`src/rtl/darksocv_rstseq_pkg.sv`:
```
// Shared types for the darksocv staged reset sequencer: FSM states and
// reset-cause codes reported on CAUSE.
package darksocv_rstseq_pkg;

  typedef enum logic [1:0] {
    ST_HOLD = 2'd0,
    ST_REL  = 2'd1,
    ST_RUN  = 2'd2
  } state_e;

  localparam logic [1:0] CAUSE_RES = 2'd0;
  localparam logic [1:0] CAUSE_SW  = 2'd1;
  localparam logic [1:0] CAUSE_WDT = 2'd2;

endpackage

```
`src/rtl/darksocv_rstseq_if.sv`:
```
// Request/status bundle of the reset sequencer. The master drives the
// soft-reset requests and the watchdog kick; the slave drives the reset outputs and the status.
interface darksocv_rstseq_if #(
  parameter int NCH = 4
);
  logic           SWRES;
  logic [NCH-1:0] CHRES;
  logic           HBEAT;
  logic [NCH-1:0] RSTO;
  logic           READY;
  logic           BUSY;
  logic [1:0]     CAUSE;

  modport master (
    output SWRES, CHRES, HBEAT,
    input  RSTO, READY, BUSY, CAUSE
  );

  modport slave (
    input  SWRES, CHRES, HBEAT,
    output RSTO, READY, BUSY, CAUSE
  );
endinterface

```
`src/rtl/darksocv_rstch.sv`:
```
// Per-channel soft-reset hold timer. A start request loads a down-counter.
// The channel stays in reset until the counter has expired.
module darksocv_rstch #(
  parameter int HOLD = 16,
  parameter int CW   = 16
) (
  input  logic clk,
  input  logic rst,
  input  logic start_i,
  input  logic clear_i,
  output logic rst_d_o
);

  logic [CW-1:0] cnt_q, cnt_d;
  logic          act_q, act_d;

  always_comb begin
    cnt_d = cnt_q;
    act_d = act_q;
    if (clear_i) begin
      cnt_d = '0;
      act_d = 1'b0;
    end else if (start_i) begin
      cnt_d = CW'(HOLD - 1);
      act_d = 1'b1;
    end else if (act_q) begin
      if (cnt_q == '0) begin
        act_d = 1'b0;
      end else begin
        cnt_d = cnt_q - 1'b1;
      end
    end
  end

  // The parent registers RSTO from this next-cycle value, so a request shows on the very next edge.
  assign rst_d_o = act_d;

  always_ff @(posedge clk) begin
    if (rst) begin
      cnt_q <= '0;
      act_q <= 1'b0;
    end else begin
      cnt_q <= cnt_d;
      act_q <= act_d;
    end
  end

endmodule

```
`src/rtl/darksocv_rstseq.sv`:
```
// Staged multi-channel reset sequencer for darksocv. Optional watchdog
// restart is compiled in with DARKSOCV_RSTSEQ_WDT_EN.
//
// state   | meaning
// HOLD    | all outputs in reset, counting HOLD cycles
// REL     | releasing channels in order, one every STAGGER cycles
// RUN     | sequence done, per-channel soft resets accepted
module darksocv_rstseq
  import darksocv_rstseq_pkg::*;
#(
  parameter int NCH        = 4,
  parameter int HOLD       = 16,
  parameter int STAGGER    = 4,
  parameter int CW         = 16,
  parameter int WDT_CYCLES = 65535
) (
  input  logic CLK,
  input  logic RES,
  darksocv_rstseq_if.slave bus
);

  if (NCH < 1 || NCH > 32) begin : g_bad_nch
    $error("darksocv_rstseq: NCH must be in 1..32");
  end
  if (HOLD < 1) begin : g_bad_hold
    $error("darksocv_rstseq: HOLD must be >= 1");
  end
  if (STAGGER < 1) begin : g_bad_stagger
    $error("darksocv_rstseq: STAGGER must be >= 1");
  end
  if (64'(HOLD) > (64'd1 << CW) || 64'((NCH - 1) * STAGGER) >= (64'd1 << CW))
  begin : g_bad_cw
    $error("darksocv_rstseq: CW too narrow for HOLD/STAGGER");
  end
  if (WDT_CYCLES < 1 || 64'(WDT_CYCLES) > (64'd1 << (CW + 1))) begin : g_bad_wdt
    $error("darksocv_rstseq: WDT_CYCLES out of range");
  end

  state_e         state_q, state_d;
  logic [CW-1:0]  cnt_q, cnt_d;
  logic [4:0]     idx_q, idx_d;
  logic [NCH-1:0] rsto_q, rsto_d;
  logic           ready_q, ready_d;
  logic           busy_q, busy_d;
  logic [1:0]     cause_q, cause_d;
  logic [NCH-1:0] ch_start, ch_rst_d;
  logic           ch_clear;
  logic           wdt_fire;

`ifdef DARKSOCV_RSTSEQ_WDT_EN
  logic [CW:0] wdt_q, wdt_d;

  always_comb begin
    wdt_d    = '0;
    wdt_fire = 1'b0;
    if (state_q == ST_RUN && !bus.SWRES && !bus.HBEAT) begin
      if (wdt_q == (CW + 1)'(WDT_CYCLES - 1)) begin
        wdt_fire = 1'b1;
      end else begin
        wdt_d = wdt_q + 1'b1;
      end
    end
  end

  always_ff @(posedge CLK) begin
    if (RES) begin
      wdt_q <= '0;
    end else begin
      wdt_q <= wdt_d;
    end
  end
`else
  logic unused_hbeat;
  assign unused_hbeat = bus.HBEAT;
  assign wdt_fire     = 1'b0;
`endif

  always_comb begin
    state_d  = state_q;
    cnt_d    = cnt_q;
    idx_d    = idx_q;
    rsto_d   = rsto_q;
    cause_d  = cause_q;
    ch_clear = 1'b0;
    ch_start = '0;
    if (bus.SWRES || wdt_fire) begin
      state_d  = ST_HOLD;
      cnt_d    = '0;
      idx_d    = '0;
      rsto_d   = '1;
      ch_clear = 1'b1;
      cause_d  = bus.SWRES ? CAUSE_SW : CAUSE_WDT;
    end else begin
      unique case (state_q)
        ST_HOLD: begin
          if (cnt_q == CW'(HOLD - 1)) begin
            state_d   = ST_REL;
            cnt_d     = '0;
            idx_d     = '0;
            rsto_d[0] = 1'b0;
          end else begin
            cnt_d = cnt_q + 1'b1;
          end
        end
        ST_REL: begin
          if (idx_q == 5'(NCH - 1)) begin
            state_d = ST_RUN;
            cnt_d   = '0;
          end else if (cnt_q == CW'(STAGGER - 1)) begin
            idx_d = idx_q + 1'b1;
            cnt_d = '0;
            for (int k = 0; k < NCH; k++) begin
              if (k == int'(idx_q) + 1) rsto_d[k] = 1'b0;
            end
          end else begin
            cnt_d = cnt_q + 1'b1;
          end
        end
        ST_RUN: begin
          ch_start = bus.CHRES;
          rsto_d   = ch_rst_d;
        end
        default: begin
          state_d = ST_HOLD;
          cnt_d   = '0;
          rsto_d  = '1;
        end
      endcase
    end
    ready_d = (state_d == ST_RUN) && (rsto_d == '0);
    busy_d  = (state_d != ST_RUN);
  end

  for (genvar k = 0; k < NCH; k++) begin : g_ch
    darksocv_rstch #(
      .HOLD (HOLD),
      .CW   (CW)
    ) u_ch (
      .clk     (CLK),
      .rst     (RES),
      .start_i (ch_start[k]),
      .clear_i (ch_clear),
      .rst_d_o (ch_rst_d[k])
    );
  end

  always_ff @(posedge CLK) begin
    if (RES) begin
      state_q <= ST_HOLD;
      cnt_q   <= '0;
      idx_q   <= '0;
      rsto_q  <= '1;
      ready_q <= 1'b0;
      busy_q  <= 1'b1;
      cause_q <= CAUSE_RES;
    end else begin
      state_q <= state_d;
      cnt_q   <= cnt_d;
      idx_q   <= idx_d;
      rsto_q  <= rsto_d;
      ready_q <= ready_d;
      busy_q  <= busy_d;
      cause_q <= cause_d;
    end
  end

  assign bus.RSTO  = rsto_q;
  assign bus.READY = ready_q;
  assign bus.BUSY  = busy_q;
  assign bus.CAUSE = cause_q;

endmodule

```
`src/flat_wrapper.sv`:
```
// flat-port wrapper written by rule: the top's interface ports become plain ports
module darksocv_rstseq_flat import darksocv_rstseq_pkg::*;
#(
  parameter int NCH        = 4,
  parameter int HOLD       = 16,
  parameter int STAGGER    = 4,
  parameter int CW         = 16,
  parameter int WDT_CYCLES = 65535
)
  (CLK, RES, bus_SWRES, bus_CHRES, bus_HBEAT, bus_RSTO, bus_READY, bus_BUSY, bus_CAUSE);
  darksocv_rstseq_if #(.NCH(NCH)) bus_i ();
  input  logic CLK;
  input  logic RES;
  input wire logic [$bits(bus_i.SWRES)-1:0] bus_SWRES;
  input wire logic [$bits(bus_i.CHRES)-1:0] bus_CHRES;
  input wire logic [$bits(bus_i.HBEAT)-1:0] bus_HBEAT;
  output wire logic [$bits(bus_i.RSTO)-1:0] bus_RSTO;
  output wire logic [$bits(bus_i.READY)-1:0] bus_READY;
  output wire logic [$bits(bus_i.BUSY)-1:0] bus_BUSY;
  output wire logic [$bits(bus_i.CAUSE)-1:0] bus_CAUSE;
  assign bus_i.SWRES = bus_SWRES;
  assign bus_i.CHRES = bus_CHRES;
  assign bus_i.HBEAT = bus_HBEAT;
  assign bus_RSTO = bus_i.RSTO;
  assign bus_READY = bus_i.READY;
  assign bus_BUSY = bus_i.BUSY;
  assign bus_CAUSE = bus_i.CAUSE;
  darksocv_rstseq #(.NCH(NCH), .HOLD(HOLD), .STAGGER(STAGGER), .CW(CW), .WDT_CYCLES(WDT_CYCLES)) u_core (.CLK(CLK), .RES(RES), .bus(bus_i));
endmodule
```
`config.mk`:
```
export PLATFORM = sky130hd
export DESIGN_NAME = darksocv_rstseq_flat
export DESIGN_NICKNAME = d
export VERILOG_FILES = /design/src/rtl/darksocv_rstseq_pkg.sv /design/src/rtl/darksocv_rstseq_if.sv /design/src/rtl/darksocv_rstch.sv /design/src/rtl/darksocv_rstseq.sv /design/src/flat_wrapper.sv
export SDC_FILE = /design/constraint.sdc
export NUM_CORES = 1
export LEC_CHECK = 0
export CORE_UTILIZATION = 65
export DETAILED_ROUTE_END_ITERATION = 10
export PLACE_DENSITY = 0.81
export SLEW_MARGIN = 20
export SYNTH_ARGS = -nofsm -noshare
export SYNTH_HDL_FRONTEND = slang
export SYNTH_SLANG_ARGS = --single-unit
```
`constraint.sdc`:
```
create_clock -name CLK -period 5.3 [get_ports CLK]
set_input_delay 0.795 -clock CLK [delete_from_list [all_inputs] [get_ports CLK]]
set_output_delay 0.795 -clock CLK [all_outputs]
set_load 0.05 [all_outputs]
```
==> impl_results.md, run 1 <==
* Initial antenna violation count at 0
* R2r setup slk at about 2.9 ns
* Critical Path AT at 2.86 ns
* Final routed DRC violation total at 0
* Worst setup SP type: primary input
* Detailed Routing Iterations Pass 1 at 5
* Worst Path Required at 5.55 ns
* ANT nets after route at 0
* RePlAce Congestion at roughly 0.82
* Hold Crit Class: reg2reg
* Initial Util at 0.679
* Clock Sinks at roughly 100
* Unrepaired setup endpoints after global routing: false
* FP Rows at 31
* GRT Total Usage at 0.264
* Max Fclk at 384 MHz
* Final setup violation count at 0
* Final Cell Area at 5300 µm²
* R2R depth at 7
* Clk slew on worst S/H paths at 0.10 ns
* Syn Area/Cell at 8.67 µm²
* Layout area overhead at 7.10%
* Clk_lat worst skew at 0.37 ns
* Pwr Total at roughly 0.0012 W
* TNS Setup at 0 ns
* Leakage at ~1.8 nW
* Max-Cap Viols at 0
* PortBufs at 13
* Fill count at 585
* Pwr Density at between 200 and 250 nW/µm²
* CP endpoint kind: register
* WS Path Type: in2reg
* Htree depth at 3
* Asr flop ratio synth at 0
* Share of layout cells above drive strength 1 at 0.0884
* Post-CTS Setup Bufs at 0
* Area occupied by multi-input gates at around 2800 µm²
* CTS Buf Count at 9
* Number of global-route vias before repair at 3733
* Dominant cell type by area after synthesis: dfxtp_1
* Quantity of gates resized following cts at 0
* Ys Warns at 0
* Placed inst area at 5120 µm²
* Synth area leaders: dfxtp_1 (40%), a21oi_1 (4.3%), nor2_1 (3.9%)
* First-pass GRT wire length at around 16000 µm
* Die height at 89.3 µm
* Slew Limit Fails at 0
* Seq/Total Area, Yosys at 0.396
* Die Area at 7970 µm²
* Top FF cell, synth: dfxtp_1
* Hold Path Stages at 2
* Per-cell routed wire length at 15.0 µm
* Root Driver: clkbuf_8
* Clock Skews at a little under 0.01 ns
* Final core occ at 0.727
* Via Count at about 4200
* Max_slew headroom at 0.376
* Tcrit/Tclk final at 0.492
* Peak VDD IR at around 0.00018 V
* Synth top area share at 0.396
* Library cells used by synthesis at 65
* Die extent in x at 89.3 µm
* Largest net degree at the start of global routing at 22
* Synthesized instance count at 571
* Nets at 594
* Flops & latches, synth at 98
* Worst Tran Pin Value at 0.933 ns
* Final wirelength at about 10000 µm
* Final Hold Fails at 0
* Initial DRC Count at between 150 and 200
* EDFF count, synth at 0
* Global route total overflow at 0
* CTS tree: yes
* ANT cells at 0
* CTS Buffer Depth at 2
* Synth cell count leaders: dfxtp_1 (98), nor2_1 (51), a21oi_1 (43)
* Boundary Pins at 16
* Critical Path Fanout Max at 7
* Vias/cell at roughly 6.2
* DP Wirelength at between 7000 and 8000 µm
* Core region area at about 7300 µm²
* Hold-fix buffer count after cts at 0
* Seq. cell area at between 1500 and 2000 µm²
* Min Tclk post-route at between 2 and 3 ns
* Net count after synthesis at 593
* Netlist Area Pre-Place at approximately 5000 µm²
* Top-count cell post-synth: dfxtp_1
* Status: complete, no violations
==> final cells by class <==
cell class / instances / area share
sequential: 98 / 0.370
timing repair buffer: 16 / 0.0288
clock buffer: 9 / 0.0234
multi-input combinational: 431 / 0.531
inverter: 16 / 0.0113
tap: 99 / 0.0234
clock inverter: 7 / 0.0118
==> cell families (layout without fill, tap and decap cells) <==
logic type,after synthesis,in the layout,synth area share
compound gates,121,121,0.164
xor+xnor,41,41,0.0725
fa+ha+maj,14,14,0.0354
buf+inv,42,48,0.0346
flops,98,98,0.396
mux,2,2,0.00404
other cells,1,1,0.000757
simple gates,252,252,0.292
==> per-layer routing <==
| layer | global-route usage | routed length (µm) | vias up |
|---|---|---|---|
| li1 | - | - | 2123 |
| met1 | 0.342 | 4770 | 1993 |
| met2 | 0.446 | 4860 | 75 |
| met3 | 0.0379 | 339 | 14 |
| met4 | 0.101 | 142 | 0 |
| met5 | 0 | 0 | - |
==> metrics by stage <==
step                cells  hold slack [ns]  worst slack (ns)
floorplan             571            0.451              3.06
global placement      660            0.452              2.39
detailed placement    660            0.475              2.24
CTS                   676            0.489              2.62
global route          676            0.522              2.48
finish                676            0.492              2.69
==> sequential cells by signal, indices dropped and copies added (netlist names) <==
register                count
u_core.bus.READY            1
u_core.bus.BUSY             1
u_core.bus.CAUSE            1
u_core.g_ch.u_ch.cnt_q     64
u_core.state_q              2
u_core.bus.RSTO             4
u_core.idx_q                5
u_core.g_ch.u_ch.act_q      4
u_core.cnt_q               16
==> cell usage in the layout, fill, tap and decap left out, types with 14 or more instances in the layout <==
cell type | synthesis | layout
dfxtp_1 | 98 | 98
ha_1 | 14 | 14
nand4_1 | 19 | 19
or4_1 | 15 | 15
nor2_1 | 51 | 51
nand2_1 | 38 | 38
xor2_1 | 21 | 21
nor4_1 | 24 | 24
a21oi_1 | 43 | 43
inv_1 | 16 | 16
xnor2_1 | 20 | 20
o31ai_1 | 14 | 14
==> power by group <==
part	switching [W]	total, W	internal, W
Sequential	0.00000210	0.000740	0.000738
Clock	0.000278	0.000458	0.000180
Combinational	0.0000242	0.0000350	0.0000108
Total	0.000305	0.00123	0.000928
==> worst max-delay path: stages <==
cell and delay, ns:
clkdlybuf4s50_1 0.54, nor3b_1 0.82, nand2_1 0.30, a21boi_0 0.21, nand4_1 0.13, nor4_1 0.06
==> worst paths after layout <==
check                                                    from                       endpoint
worst max-delay path                                bus_SWRES               u_core.bus.READY
worst min-delay path            u_core.g_ch[2].u_ch.cnt_q[15]  u_core.g_ch[2].u_ch.cnt_q[15]
worst max register to register   u_core.g_ch[0].u_ch.cnt_q[0]  u_core.g_ch[0].u_ch.cnt_q[15]
worst min register to register  u_core.g_ch[2].u_ch.cnt_q[15]  u_core.g_ch[2].u_ch.cnt_q[15]
(Power assumes the default switching activity.)
==> run 2, diff against run 1 <==
Settings changed: CORE_UTILIZATION 65 to 61, PLACE_DENSITY 0.81 to 0.76.
Clock period 5.3 ns to 2.7 ns, I/O delays scaled along.
==> run 2 against run 1 <==
Combinational power is 100% higher. Cell area increased by 1.4%. First-iteration DRC count down 9.9%. Largest power group unchanged. Via count is 0.78% lower. Global-route usage down 1.5 points. Highest routed layer unchanged. Register-to-register slack worse by 2.6 ns. Clock skew increased by 0.0064 ns.
==> impl_results.md, run 2 (synthesized netlist as in run 1, its figures left out) <==
* Unrepaired setup endpoints after global routing: false
* Post-CTS Setup Bufs at 0 (unchanged)
* Hold EP: u_core.bus.CAUSE[0]
* Peak VDD IR at 0.000264 V (+44%)
* Worst r2r dst: u_core.cnt_q[15]
* Largest net degree at the start of global routing at 22 (unchanged)
* Hold Path Stages at 2 (unchanged)
* WS Path Type: reg2reg
* First-pass GRT wire length at 17200 µm (+4.4%)
* CTS Buffer Depth at 2 (unchanged)
* Hold Crit Class: reg2reg
* Final routed DRC violation total at 0 (unchanged)
* DP Wirelength at 7060 µm (-0.33%)
* Slew Limit Fails at 0 (unchanged)
* FP Rows at 32 (+3.2%)
* Die Area at 8480 µm² (+6.4%)
* Nets at 601 (+1.2%)
* Final wirelength at 10000 µm (-1.0%)
* CTS Buf Count at 9 (unchanged)
* Global route total overflow at 0 (unchanged)
* Fill count at 641 (+9.6%)
* Initial DRC Count at 145 (-9.9%)
* Worst Tran Pin Value at 0.649 ns (-0.284 ns)
* Die extent in x at 92.1 µm (+3.2%)
* Clk slew on worst S/H paths at 0.09 ns (about the same)
* Vias/cell at 6.08 (-2.2%)
* CP endpoint kind: register
* Core region area at 7810 µm² (+7.1%)
* Via Count at 4172 (-0.78%)
* Hold_ws at 0.491 ns (-0.000235 ns)
* Worst r2r src: u_core.idx_q[0]
* Placed cell count at 670 (+1.5%)
* Final setup violation count at 0 (unchanged)
* Hold-fix buffer count after cts at 0 (unchanged)
* R2R depth at 6 (-1)
* Worst setup SP type: register
* Status: complete, no violations
* Layout area overhead at 8.64%
* Min Tclk post-route at between 2 and 2.5 ns
* Max Fclk at approximately 420 MHz
* GRT Total Usage at 0.249 (-0.0149)
* Largest register FFs at 64 (unchanged)
* Critical Path AT at 2.64 ns (-0.22 ns)
* Clock Skews at 0.0164 ns (+0.00641 ns)
* Final non-filler cell total at 686 (+1.5%)
* R2r setup slk at 0.32 ns (-2.57 ns)
* Pwr Density at 468 nW/µm² (+100%)
* Htree depth at 3 (unchanged)
* Share of layout cells above drive strength 1 at 0.0993 (+0.0109)
* TNS Setup at 0 ns (unchanged)
* Tcrit/Tclk final at 0.881
* Root Driver: clkbuf_8
* Quantity of gates resized following cts at 0 (unchanged)
* PortBufs at 13 (unchanged)
* Die height at 92.1 µm (+3.2%)
* Leading cell type in the layout, fill and taps excluded: dfxtp_1
* Clk_lat worst skew at 0.37 ns (about the same)
* Worst Path Required at 2.96 ns (-2.59 ns)
* RePlAce Congestion at 0.815 (-1.1%)
* Number of global-route vias before repair at 3826 (+2.5%)
* Clock Sinks at 98 (unchanged)
* Max_slew headroom at 0.563 (+0.187)
* Biggest register: u_core.g_ch.u_ch.cnt_q
* Leakage at 1.80 nW (+2.6%)
* ANT nets after route at 0 (unchanged)
* Per-cell routed wire length at 14.6 µm (-2.5%)
* Boundary Pins at 16 (unchanged)
* Detailed Routing Iterations Pass 1 at 4 (-1)
* Final Hold Fails at 0 (unchanged)
* Initial antenna violation count at 0 (unchanged)
* Largest registers: u_core.g_ch.u_ch.cnt_q x64, u_core.cnt_q x16, u_core.idx_q x5
* Critical Path Fanout Max at 21 (+14)
* Most frequent cells in the layout: dfxtp_1 (98), nor2_1 (51), a21oi_1 (43)
* Initial Util at 0.634 (-0.0448)
* CTS tree: yes
* Hold path startpoint: u_core.bus.CAUSE[0]
* ANT cells at 0 (unchanged)
* Max-Cap Viols at 0 (unchanged)
-- run 2: worst max-delay path, cell delays in order, from the launching register on --
cell and delay [ns]:
dfxtp_1 0.46, ha_1 0.32, or4b_2 0.66, a31oi_1 0.19
buf_4 0.25, nor4bb_1 0.09, a211o_1 0.29
-- run 2: worst max path at each step --
stage,from,endpoint,cells past startpoint
after floorplan,u_core.idx_q[0],u_core.cnt_q[2],6
after global placement,u_core.idx_q[0],u_core.cnt_q[13],6
after detailed placement,u_core.idx_q[0],u_core.cnt_q[13],6
after CTS,u_core.idx_q[0],u_core.cnt_q[13],6
after global routing,u_core.cnt_q[0],u_core.cnt_q[3],7
final,u_core.idx_q[0],u_core.cnt_q[15],6
-- run 2: area by class of cell --
class / instances / area (µm²) / share of cell area
Inverter: 16 / 60.1 / 0.0112
Multi-Input combinational cell: 431 / 2820 / 0.524
Tap cell: 102 / 128 / 0.0237
Clock buffer: 9 / 124 / 0.0230
Timing Repair Buffer: 23 / 205 / 0.0381
Clock inverter: 7 / 82.6 / 0.0154
Sequential cell: 98 / 1960 / 0.365
-- run 2: per-stage QoR --
stage,setup WS [ns],instance area (µm²),utilization,power [W]
CTS,0.341,5380,0.689,0.00255
global placement,0.375,5170,0.663,0.00155
global route,0.0977,5380,0.689,0.00261
detailed placement,0.347,5170,0.663,0.00156
floorplan,0.463,4950,-,0.00153
finish,0.322,5380,0.689,0.00252
-- run 2: routing by layer --
layer,vias to the layer above,share of wire,GRT usage
met3,13,0.029,0.0439
li1,2134,-,-
met5,-,0,0
met1,1977,0.47,0.327
met4,0,0.014,0.0859
met2,48,0.48,0.410
-- run 2: power breakdown --
part	internal [W]	switching [W]
Clock	0.000445	0.000549
Sequential	0.00145	0.00000423
Combinational	0.0000231	0.0000480
Total	0.00192	0.000601
